$ cat src/rtl/sdiv_pkg.sv
// Shared types and helpers for the radix-2 signed divider.
// Magnitudes are computed at a fixed 64-bit width and truncated by the caller.
package sdiv_pkg;

  typedef enum logic [2:0] {
    IDLE,
    INIT,
    COMPUTE,
    FIX,
    DONE
  } state_t;

  localparam int DEF_WIDTH = 16;
  localparam int MAG_W     = 64;
  localparam int CNT_W     = $clog2(DEF_WIDTH + 1);

  function automatic int cnt_width(input int w);
    return $clog2(w + 1);
  endfunction

  // |MIN| of a narrower operand survives because the caller sign-extends first.
  function automatic logic [MAG_W-1:0] abs_mag(input logic signed [MAG_W-1:0] v);
    return v[MAG_W-1] ? -v : v;
  endfunction

endpackage

$ cat src/rtl/sdiv_ctrl.sv
// Divider sequencer: state register, iteration counter, rdy/busy flags.
// Issues one-cycle load/init/shift/fix enables to the datapath in sdiv_radix2.
module sdiv_ctrl
  import sdiv_pkg::*;
#(
  parameter int WIDTH = DEF_WIDTH
) (
  input  logic clk,
  input  logic rst_n,
  input  logic go,
  input  logic b_zero,
  output logic load_en,
  output logic init_en,
  output logic shift_en,
  output logic fix_en,
  output logic rdy,
  output logic busy
);

  localparam int CW = cnt_width(WIDTH);

  state_t         state_reg, state_next;
  logic [CW-1:0]  cnt_reg, cnt_next;
  logic           rdy_reg, rdy_next;
  logic           busy_reg, busy_next;

  always_ff @(posedge clk or negedge rst_n) begin
    if (!rst_n) begin
      state_reg <= IDLE;
      cnt_reg   <= '0;
      rdy_reg   <= 1'b0;
      busy_reg  <= 1'b0;
    end else begin
      state_reg <= state_next;
      cnt_reg   <= cnt_next;
      rdy_reg   <= rdy_next;
      busy_reg  <= busy_next;
    end
  end

  always_comb begin
    state_next = state_reg;
    cnt_next   = cnt_reg;
    rdy_next   = rdy_reg;
    busy_next  = busy_reg;
    load_en    = 1'b0;
    init_en    = 1'b0;
    shift_en   = 1'b0;
    fix_en     = 1'b0;
    case (state_reg)
      IDLE, DONE: begin
        if (go) begin
          load_en    = 1'b1;
          rdy_next   = 1'b0;
          busy_next  = 1'b1;
          state_next = INIT;
        end
      end
      INIT: begin
        init_en    = 1'b1;
        cnt_next   = CW'(WIDTH);
        state_next = b_zero ? FIX : COMPUTE;
      end
      COMPUTE: begin
        shift_en = 1'b1;
        cnt_next = cnt_reg - CW'(1);
        // Last of WIDTH iterations: counter is about to reach zero.
        if (cnt_reg == CW'(1)) begin
          state_next = FIX;
        end
      end
      FIX: begin
        fix_en     = 1'b1;
        rdy_next   = 1'b1;
        busy_next  = 1'b0;
        state_next = DONE;
      end
      default: state_next = IDLE;
    endcase
  end

  assign rdy  = rdy_reg;
  assign busy = busy_reg;

endmodule

$ cat src/rtl/sdiv_radix2.sv
// Signed radix-2 restoring divider, one quotient bit per clock, go/rdy handshake.
// Define SDIV_REM_EN to add the signed remainder output and its register.
module sdiv_radix2
  import sdiv_pkg::*;
#(
  parameter int WIDTH = DEF_WIDTH
) (
  input  logic             clk,
  input  logic             rst_n,
  input  logic             go,
  input  logic [WIDTH-1:0] dividend,
  input  logic [WIDTH-1:0] divisor,
  output logic [WIDTH-1:0] quotient,
`ifdef SDIV_REM_EN
  output logic [WIDTH-1:0] remainder,
`endif
  output logic             rdy,
  output logic             busy,
  output logic             div0,
  output logic             ovf
);

  localparam logic [WIDTH-1:0] Q_MIN = {1'b1, {(WIDTH-1){1'b0}}};
  localparam logic [WIDTH-1:0] Q_MAX = ~Q_MIN;

  logic load_en, init_en, shift_en, fix_en;
  logic b_zero;

  logic [WIDTH-1:0] a_mag_reg, b_mag_reg;
  logic [WIDTH:0]   r_reg;
  logic [WIDTH-1:0] q_reg;
  logic             neg_q_reg, neg_r_reg, ovf_pend_reg;
  logic [WIDTH-1:0] quotient_reg;
  logic             div0_reg, ovf_reg;

  logic [WIDTH-1:0] a_abs, b_abs;
  logic [WIDTH+1:0] r_shift;
  logic             r_ge;
  logic             is_ovf;

  assign a_abs  = WIDTH'(abs_mag(MAG_W'(signed'(dividend))));
  assign b_abs  = WIDTH'(abs_mag(MAG_W'(signed'(divisor))));
  assign is_ovf = (dividend == Q_MIN) && (divisor == '1);
  assign b_zero = (b_mag_reg == '0);

  // Top bit of r_shift is always 0 in practice; kept so the full R register feeds the compare.
  assign r_shift = {r_reg, a_mag_reg[WIDTH-1]};
  assign r_ge    = (r_shift >= {2'b00, b_mag_reg});

  sdiv_ctrl #(
    .WIDTH(WIDTH)
  ) u_ctrl (
    .clk     (clk),
    .rst_n   (rst_n),
    .go      (go),
    .b_zero  (b_zero),
    .load_en (load_en),
    .init_en (init_en),
    .shift_en(shift_en),
    .fix_en  (fix_en),
    .rdy     (rdy),
    .busy    (busy)
  );

  always_ff @(posedge clk or negedge rst_n) begin
    if (!rst_n) begin
      a_mag_reg    <= '0;
      b_mag_reg    <= '0;
      r_reg        <= '0;
      q_reg        <= '0;
      neg_q_reg    <= 1'b0;
      neg_r_reg    <= 1'b0;
      ovf_pend_reg <= 1'b0;
      quotient_reg <= '0;
      div0_reg     <= 1'b0;
      ovf_reg      <= 1'b0;
    end else begin
      if (load_en) begin
        a_mag_reg    <= a_abs;
        b_mag_reg    <= b_abs;
        neg_q_reg    <= dividend[WIDTH-1] ^ divisor[WIDTH-1];
        neg_r_reg    <= dividend[WIDTH-1];
        ovf_pend_reg <= is_ovf;
        div0_reg     <= 1'b0;
        ovf_reg      <= 1'b0;
      end
      if (init_en) begin
        r_reg <= '0;
        q_reg <= '0;
      end
      if (shift_en) begin
        a_mag_reg <= {a_mag_reg[WIDTH-2:0], 1'b0};
        r_reg     <= r_ge ? (WIDTH+1)'(r_shift - {2'b00, b_mag_reg}) : r_shift[WIDTH:0];
        q_reg     <= {q_reg[WIDTH-2:0], r_ge};
      end
      if (fix_en) begin
        if (b_zero) begin
          quotient_reg <= neg_r_reg ? Q_MIN : Q_MAX;
          div0_reg     <= 1'b1;
        end else begin
          quotient_reg <= neg_q_reg ? -q_reg : q_reg;
          ovf_reg      <= ovf_pend_reg;
        end
      end
    end
  end

`ifdef SDIV_REM_EN
  logic [WIDTH-1:0] remainder_reg;

  // With a zero divisor no shifting happened, so a_mag_reg still holds |dividend|.
  always_ff @(posedge clk or negedge rst_n) begin
    if (!rst_n) begin
      remainder_reg <= '0;
    end else if (fix_en) begin
      if (b_zero) begin
        remainder_reg <= neg_r_reg ? -a_mag_reg : a_mag_reg;
      end else begin
        remainder_reg <= neg_r_reg ? -r_reg[WIDTH-1:0] : r_reg[WIDTH-1:0];
      end
    end
  end

  assign remainder = remainder_reg;
`endif

  assign quotient = quotient_reg;
  assign div0     = div0_reg;
  assign ovf      = ovf_reg;

endmodule
$ cat config.mk
export PLATFORM = sky130hd
export DESIGN_NAME = sdiv_radix2
export DESIGN_NICKNAME = d
export VERILOG_FILES = /design/src/rtl/sdiv_pkg.sv /design/src/rtl/sdiv_ctrl.sv /design/src/rtl/sdiv_radix2.sv
export SDC_FILE = /design/constraint.sdc
export NUM_CORES = 1
export LEC_CHECK = 0
export ABC_AREA = 0
export ABC_CLOCK_PERIOD_IN_PS = 2830
export CAP_MARGIN = 20
export CORE_MARGIN = 5
export CORE_UTILIZATION = 59
export CTS_CLUSTER_SIZE = 14
export DETAILED_ROUTE_END_ITERATION = 10
export PLACE_DENSITY = 0.88
export SLEW_MARGIN = 20
export SYNTH_ARGS = -nofsm -noshare
export SYNTH_HDL_FRONTEND = slang
export SYNTH_HIERARCHICAL = 1
export SYNTH_SLANG_ARGS = --single-unit
$ cat constraint.sdc
create_clock -name clk -period 2.83 [get_ports clk]
set_input_delay 0.283 -clock clk [delete_from_list [all_inputs] [get_ports clk]]
set_output_delay 0.283 -clock clk [all_outputs]
set_load 0.005 [all_outputs]
==> results of run 1 <==
repair_timing:
| item | CTS | global route |
|---|---|---|
| hold buffers | 1 | 0 |
| endpoints found under the setup margin | 0 | 0 |
| hold endpoints to repair | 30 | 0 |
final cells by class:
type | instances | area [um2]
clock buffers | 9 | 124
clock inverters | 7 | 87.6
fillers | 801 | 3240
inverters | 55 | 206
multi-input cells | 507 | 3340
flip-flops and latches | 96 | 2400
well taps | 136 | 170
repair buffers | 67 | 663
power breakdown:
part	switching (mW)	internal, mW	total, mW
registers	0.422	1.88	2.31
clock network	0.527	0.427	0.953
logic	2.10	1.65	3.76
total	3.05	3.96	7.01
cell usage after synthesis, types with 5 or more instances:
cell       n
a211oi_1   6
a21o_1     7
a21oi_1   46
a31oi_1    8
clkbuf_1  24
dfrtp_1   96
ha_1      22
inv_1     55
mux2_2    14
mux2i_1   15
nand2_1   73
nand2b_1  17
nand3_1   21
nand3b_1   7
nand4_1   14
nor2_1    41
nor2b_1    8
nor3_1     8
nor3b_1    6
nor4_1     6
o21ai_0   58
o311ai_0   8
o31ai_1   13
o32ai_1    5
o41ai_1    6
xnor2_1   18
xor2_1    29
worst paths after layout:
path | startpoint | to | slack, ps | cells past startpoint
max | a_mag_reg[15]$_DFFE_PN0P_ | r_reg[16]$_DFFE_PN0P_ | 130 | 9
min | rst_n | u_ctrl/cnt_reg[2]$_DFFE_PN0P_ | 380 | 2
max reg2reg | a_mag_reg[15]$_DFFE_PN0P_ | r_reg[16]$_DFFE_PN0P_ | 130 | 9
min reg2reg | a_mag_reg[6]$_DFFE_PN0P_ | a_mag_reg[7]$_DFFE_PN0P_ | 480 | 2
max in group asynchronous | rst_n | a_mag_reg[2]$_DFFE_PN0P_ | 1770 | 3
min in group clk | a_mag_reg[6]$_DFFE_PN0P_ | a_mag_reg[7]$_DFFE_PN0P_ | 480 | 2
through the flow:
stage | std cells | power [mW] | hold WS (ps) | setup slack (ps) | instance area [um2]
floorplan | 694 | 5.00 | -12.6 | 370 | 6130
global placement | 860 | 5.82 | 244 | 206 | 6770
detailed placement | 860 | 6.03 | 249 | 162 | 6770
CTS | 877 | 7.01 | 396 | 133 | 6990
global route | 877 | 7.62 | 425 | 5.34 | 6990
finish | 877 | 7.02 | 381 | 130 | 6990
layout by cell type, fill, tap and decap left out, types with 14 or more instances in the layout:
cell              n
xnor2_1          18
dfrtp_1          96
ha_1             22
nand4_1          14
inv_1            53
o21ai_0          58
nand2b_1         17
nor2_1           41
a21oi_1          46
xor2_1           29
mux2i_1          15
clkdlybuf4s50_1  53
nand3_1          21
mux2_2           14
nand2_1          73
cell families (layout without fill, tap and decap cells):
logic type | Yosys count | count (layout) | synth area share (%)
simple gates | 223 | 223 | 18.9
compound gates | 185 | 185 | 19.0
flops | 96 | 96 | 39.2
buf+inv | 91 | 138 | 6.33
xor+xnor | 47 | 47 | 6.72
mux | 29 | 29 | 5.02
fa+ha+maj | 23 | 23 | 4.82
worst max-delay path, stage by stage, from the launching register on:
cell,delay [ps]
dfrtp_1,360
inv_1,60
ha_1,230
fa_1,390
nand2b_1,200
a211oi_1,370
o21ai_0,220
nor2b_1,210
o2111a_1,250
a311o_1,310
routing by layer:
layer	routed length (um)	share of wire [%]	global-route usage, %	vias up
met3	871	6.2	3.64	28
met4	257	1.8	8.60	0
met5	0	0	0	-
met2	6830	48	39.0	206
li1	-	-	-	2545
met1	6160	44	30.8	2518
==> impl_metrics.env, run 1 <==
export IMPL_wire_per_inst_um=16.1
export IMPL_ys_flop_type="dfrtp_1"
export IMPL_numCtsBuffers=9
export IMPL_grt_max_degree=114
export IMPL_cts_clk_slew_worst_paths_ps=100
export IMPL_power_leakage_nw=3.06
export IMPL_gp_congestion=0.942
export IMPL_drv_cap=0
export IMPL_min_period_ps=2700
export IMPL_cts_htree_levels=3
export IMPL_layout_nets=794
export IMPL_area_delta_synth_final_pct=14.1
export IMPL_grt_overflow_total=0
export IMPL_dr_pass1_iters=5
export IMPL_syn_nets=752
export IMPL_start_util_pct=59.9
export IMPL_viasPerCell=6.04
export IMPL_clockRootBuffer="clkbuf_8"
export IMPL_required_ps=3090
export IMPL_ctsResizeCount=0
export IMPL_yosysWarnings=6
export IMPL_drtIter0Drc=410
export IMPL_fin_util_pct=68.3
export IMPL_clockBufferDepth=2
export IMPL_coreArea_um2=10200
export IMPL_port_buffers=54
export IMPL_finalCritPeriodShare_pct=95.4
export IMPL_first_global_vias=5321
export IMPL_hold_violations=0
export IMPL_clock_latency_ps=370
export IMPL_relSlewSlack_pct=49.0
export IMPL_post_cts_buffers=0
export IMPL_synthArstFlopShare_pct=100
export IMPL_synth_distinct_cells=64
export IMPL_status="completed"
export IMPL_fin_skew_ps=14.6
export IMPL_synth_top_area_cell="dfrtp_1"
export IMPL_crit_fanout=4
export IMPL_die_area_um2=12500
export IMPL_wl_um=14100
export IMPL_p_per_area_nw_per_um2=1000
export IMPL_fp_dieW_um=112
export IMPL_rsz0062_at_grt="no"
export IMPL_synthTopCellsByArea="dfrtp_1, o21ai_0, ha_1"
export IMPL_max_freq_ghz=0.370
export IMPL_crit_arrival_ps=2960
export IMPL_ys_seq_area_share_pct=39.2
export IMPL_grt_pass1_wl_um=24600
export IMPL_setup_viol=0
export IMPL_fin_setup_tns_ps=0
export IMPL_grt_usage_pct=23.4
export IMPL_hpwl_um=10200
export IMPL_worst_pin_slew_ps=764
export IMPL_syn_inst=694
export IMPL_vias=5297
export IMPL_ir_drop_mv=0.702
export IMPL_clock_sinks=96
export IMPL_synth_avg_cell_area_um2=8.83
export IMPL_critPathKind="flip-flop to flip-flop"
export IMPL_worstSetupEndpointType="flip-flop"
export IMPL_startpoint_type="flip-flop"
export IMPL_route_detailed_drc=0
export IMPL_drive_gt1_share_pct=7.56
export IMPL_antenna_found_initial=0
export IMPL_synth_edf_count=0
export IMPL_num_antenna_cells=0
export IMPL_rows=37
export IMPL_hp_class="primary input to async pin"
export IMPL_detail_route_antenna_nets=0
export IMPL_cts_tree="built"
export IMPL_ys_ff_latch=96
export IMPL_largest_register_ffs=17
export IMPL_synth_top_area_share_pct=39.2
export IMPL_pin_count=55
export IMPL_synth_area_um2=6130
export IMPL_die_h_um=112
export IMPL_drv_slew=0
Note: power is estimated with default switching activity, not from simulation.
==> run 2, diff against run 1 <==
Settings changed: CORE_UTILIZATION 59 to 60, DONT_BUFFER_PORTS from default to 1, PLACE_DENSITY 0.88 to 0.83.
==> run 2 against run 1 <==
Setup slack better by 57 ps. Sequential power is essentially flat. Design area fell by 7.4%. Utilization decreased by 2.7 points. Critical path depth unchanged. Worst hold slack got worse by 330 ps. Clock skew increased by 9.6 ps. Critical path type unchanged. Critical endpoint unchanged.
==> impl_metrics.env, run 2 (synthesized netlist as in run 1, its figures left out) <==
export IMPL_detail_route_antenna_nets=0
export IMPL_fp_dieW_um=111
export IMPL_antenna_found_initial=0
export IMPL_drive_gt1_share_pct=8.28
export IMPL_hp_class="primary input to flip-flop"
export IMPL_start_util_pct=62.1
export IMPL_clockBufferDepth=2
export IMPL_port_buffers=0
export IMPL_crit_family="compound AO/OA/AOI/OAI gates"
export IMPL_power_leakage_nw=2.86
export IMPL_grt_max_degree=97
export IMPL_die_area_um2=12300
export IMPL_drv_slew=0
export IMPL_viasPerCell=6.14
export IMPL_max_freq_ghz=0.378
export IMPL_numCtsBuffers=9
export IMPL_rsz0062_at_grt="no"
export IMPL_grt_overflow_total=0
export IMPL_mostFrequentLayoutCells="dfrtp_1, nand2_1, o21ai_0"
export IMPL_coreArea_um2=9860
export IMPL_largest_register_ffs=17
export IMPL_area_delta_synth_final_pct=5.66
export IMPL_finalCritPeriodShare_pct=93.4
export IMPL_cts_tree="built"
export IMPL_rr_worst_depth=9
export IMPL_crit_fanout=4
export IMPL_p_per_area_nw_per_um2=1050
export IMPL_cp_num_cells=9
export IMPL_vias=5037
export IMPL_crit_chain="inv_1, ha_1, fa_1, nand2b_1, a211oi_2, o21ai_0, nor2b_1, o2111a_1, a311o_1"
export IMPL_hold_violations=0
export IMPL_min_period_ps=2640
export IMPL_clockRootBuffer="clkbuf_8"
export IMPL_crit_path_max_incr_delay_ps=380
export IMPL_relSlewSlack_pct=54.5
export IMPL_fin_setup_tns_ps=0
export IMPL_crit_arrival_ps=2910
export IMPL_startpoint_type="flip-flop"
export IMPL_postLayoutCellArea_um2=6470
export IMPL_worstHoldPathCells=2
export IMPL_worst_pin_slew_ps=682
export IMPL_clock_sinks=96
export IMPL_grt_pass1_wl_um=23300
export IMPL_drv_cap=0
export IMPL_clock_latency_ps=380
export IMPL_required_ps=3100
export IMPL_setup_viol=0
export IMPL_path_buf_inv=1
export IMPL_pin_count=55
export IMPL_status="completed"
export IMPL_layout_nets=741
export IMPL_hpwl_um=9900
export IMPL_cts_htree_levels=3
export IMPL_fin_skew_ps=24.2
export IMPL_critPathKind="flip-flop to flip-flop"
export IMPL_cpMaxStageDelayCell="fa_1"
export IMPL_dr_pass1_iters=5
export IMPL_reg2reg_slack_ps=190
export IMPL_worstSetupEndpointType="flip-flop"
export IMPL_die_h_um=111
export IMPL_placedInstanceArea_um2=6220
export IMPL_num_antenna_cells=0
export IMPL_rows=36
export IMPL_cts_clk_slew_worst_paths_ps=110
export IMPL_drtIter0Drc=381
export IMPL_ir_drop_mv=0.527
export IMPL_gp_congestion=0.954
export IMPL_wl_um=13600
export IMPL_mostFrequentLayoutCell="dfrtp_1"
export IMPL_route_detailed_drc=0
export IMPL_fin_util_pct=65.6
export IMPL_first_global_vias=4976
export IMPL_grt_usage_pct=22.3
export IMPL_wire_per_inst_um=16.5
==> run 2: path summary, 6_finish.rpt <==
path,to,startpoint
max,r_reg[16]$_DFFE_PN0P_,a_mag_reg[15]$_DFFE_PN0P_
min,neg_r_reg$_DFFE_PN0P_,dividend[15]
max reg2reg,r_reg[16]$_DFFE_PN0P_,a_mag_reg[15]$_DFFE_PN0P_
min reg2reg,u_ctrl/cnt_reg[4]$_DFFE_PN0P_,u_ctrl/cnt_reg[4]$_DFFE_PN0P_
max in group asynchronous,r_reg[6]$_DFFE_PN0P_,rst_n
min in group asynchronous,r_reg[10]$_DFFE_PN0P_,rst_n
==> run 2: worst reg2reg max path, stage by stage, from the launching register on <==
cell	delay [ps]
dfrtp_1	370
inv_1	60
ha_1	230
fa_1	390
nand2b_1	220
a211oi_2	290
o21ai_0	190
nor2b_1	210
o2111a_1	250
a311o_1	330
==> run 2: timing repair <==
item / in CTS / in global routing
hold endpoints to repair: 96 / 0
hold buffers: 2 / 0
resized for setup: 0 / 1
setup buffers: 0 / 0
endpoints found under the setup margin: 0 / 1
==> run 2: per-stage QoR <==
step	hold WS (ps)	cells	setup WS [ps]	power, mW
after floorplan	-12.6	694	370	5.00
after global placement	-9.02	803	201	5.54
after detailed placement	-9.25	803	147	5.73
after CTS	41.9	821	106	6.77
after global routing	52.2	821	83.0	7.36
final	51.5	821	187	6.79
==> run 2: layout make-up <==
type | instances | area, um2
Sequential cell | 96 | 2400
Tap cell | 133 | 166
Clock inverter | 7 | 92.6
Timing Repair Buffer | 14 | 140
Clock buffer | 9 | 124
Inverter | 55 | 206
Fill cell | 788 | 3390
Multi-Input combinational cell | 507 | 3340
==> run 2: power breakdown <==
group | leakage, nW | internal, mW | switching, mW
registers | 1.22 | 1.88 | 0.438
logic | 1.54 | 1.45 | 2.03
clock network | 0.110 | 0.438 | 0.546
==> run 2: per-layer routing <==
metal  global-route usage, %  wire, um  vias to the layer above  part of all wire [%]
met1                    30.7      6070                     2376                    45
met5                       0         0                        -                     0
met3                    5.46      1010                       20                   7.4
met2                    35.1      6280                      190                    46
li1                        -         -                     2451                     -
met4                    6.57       221                        0                   1.6
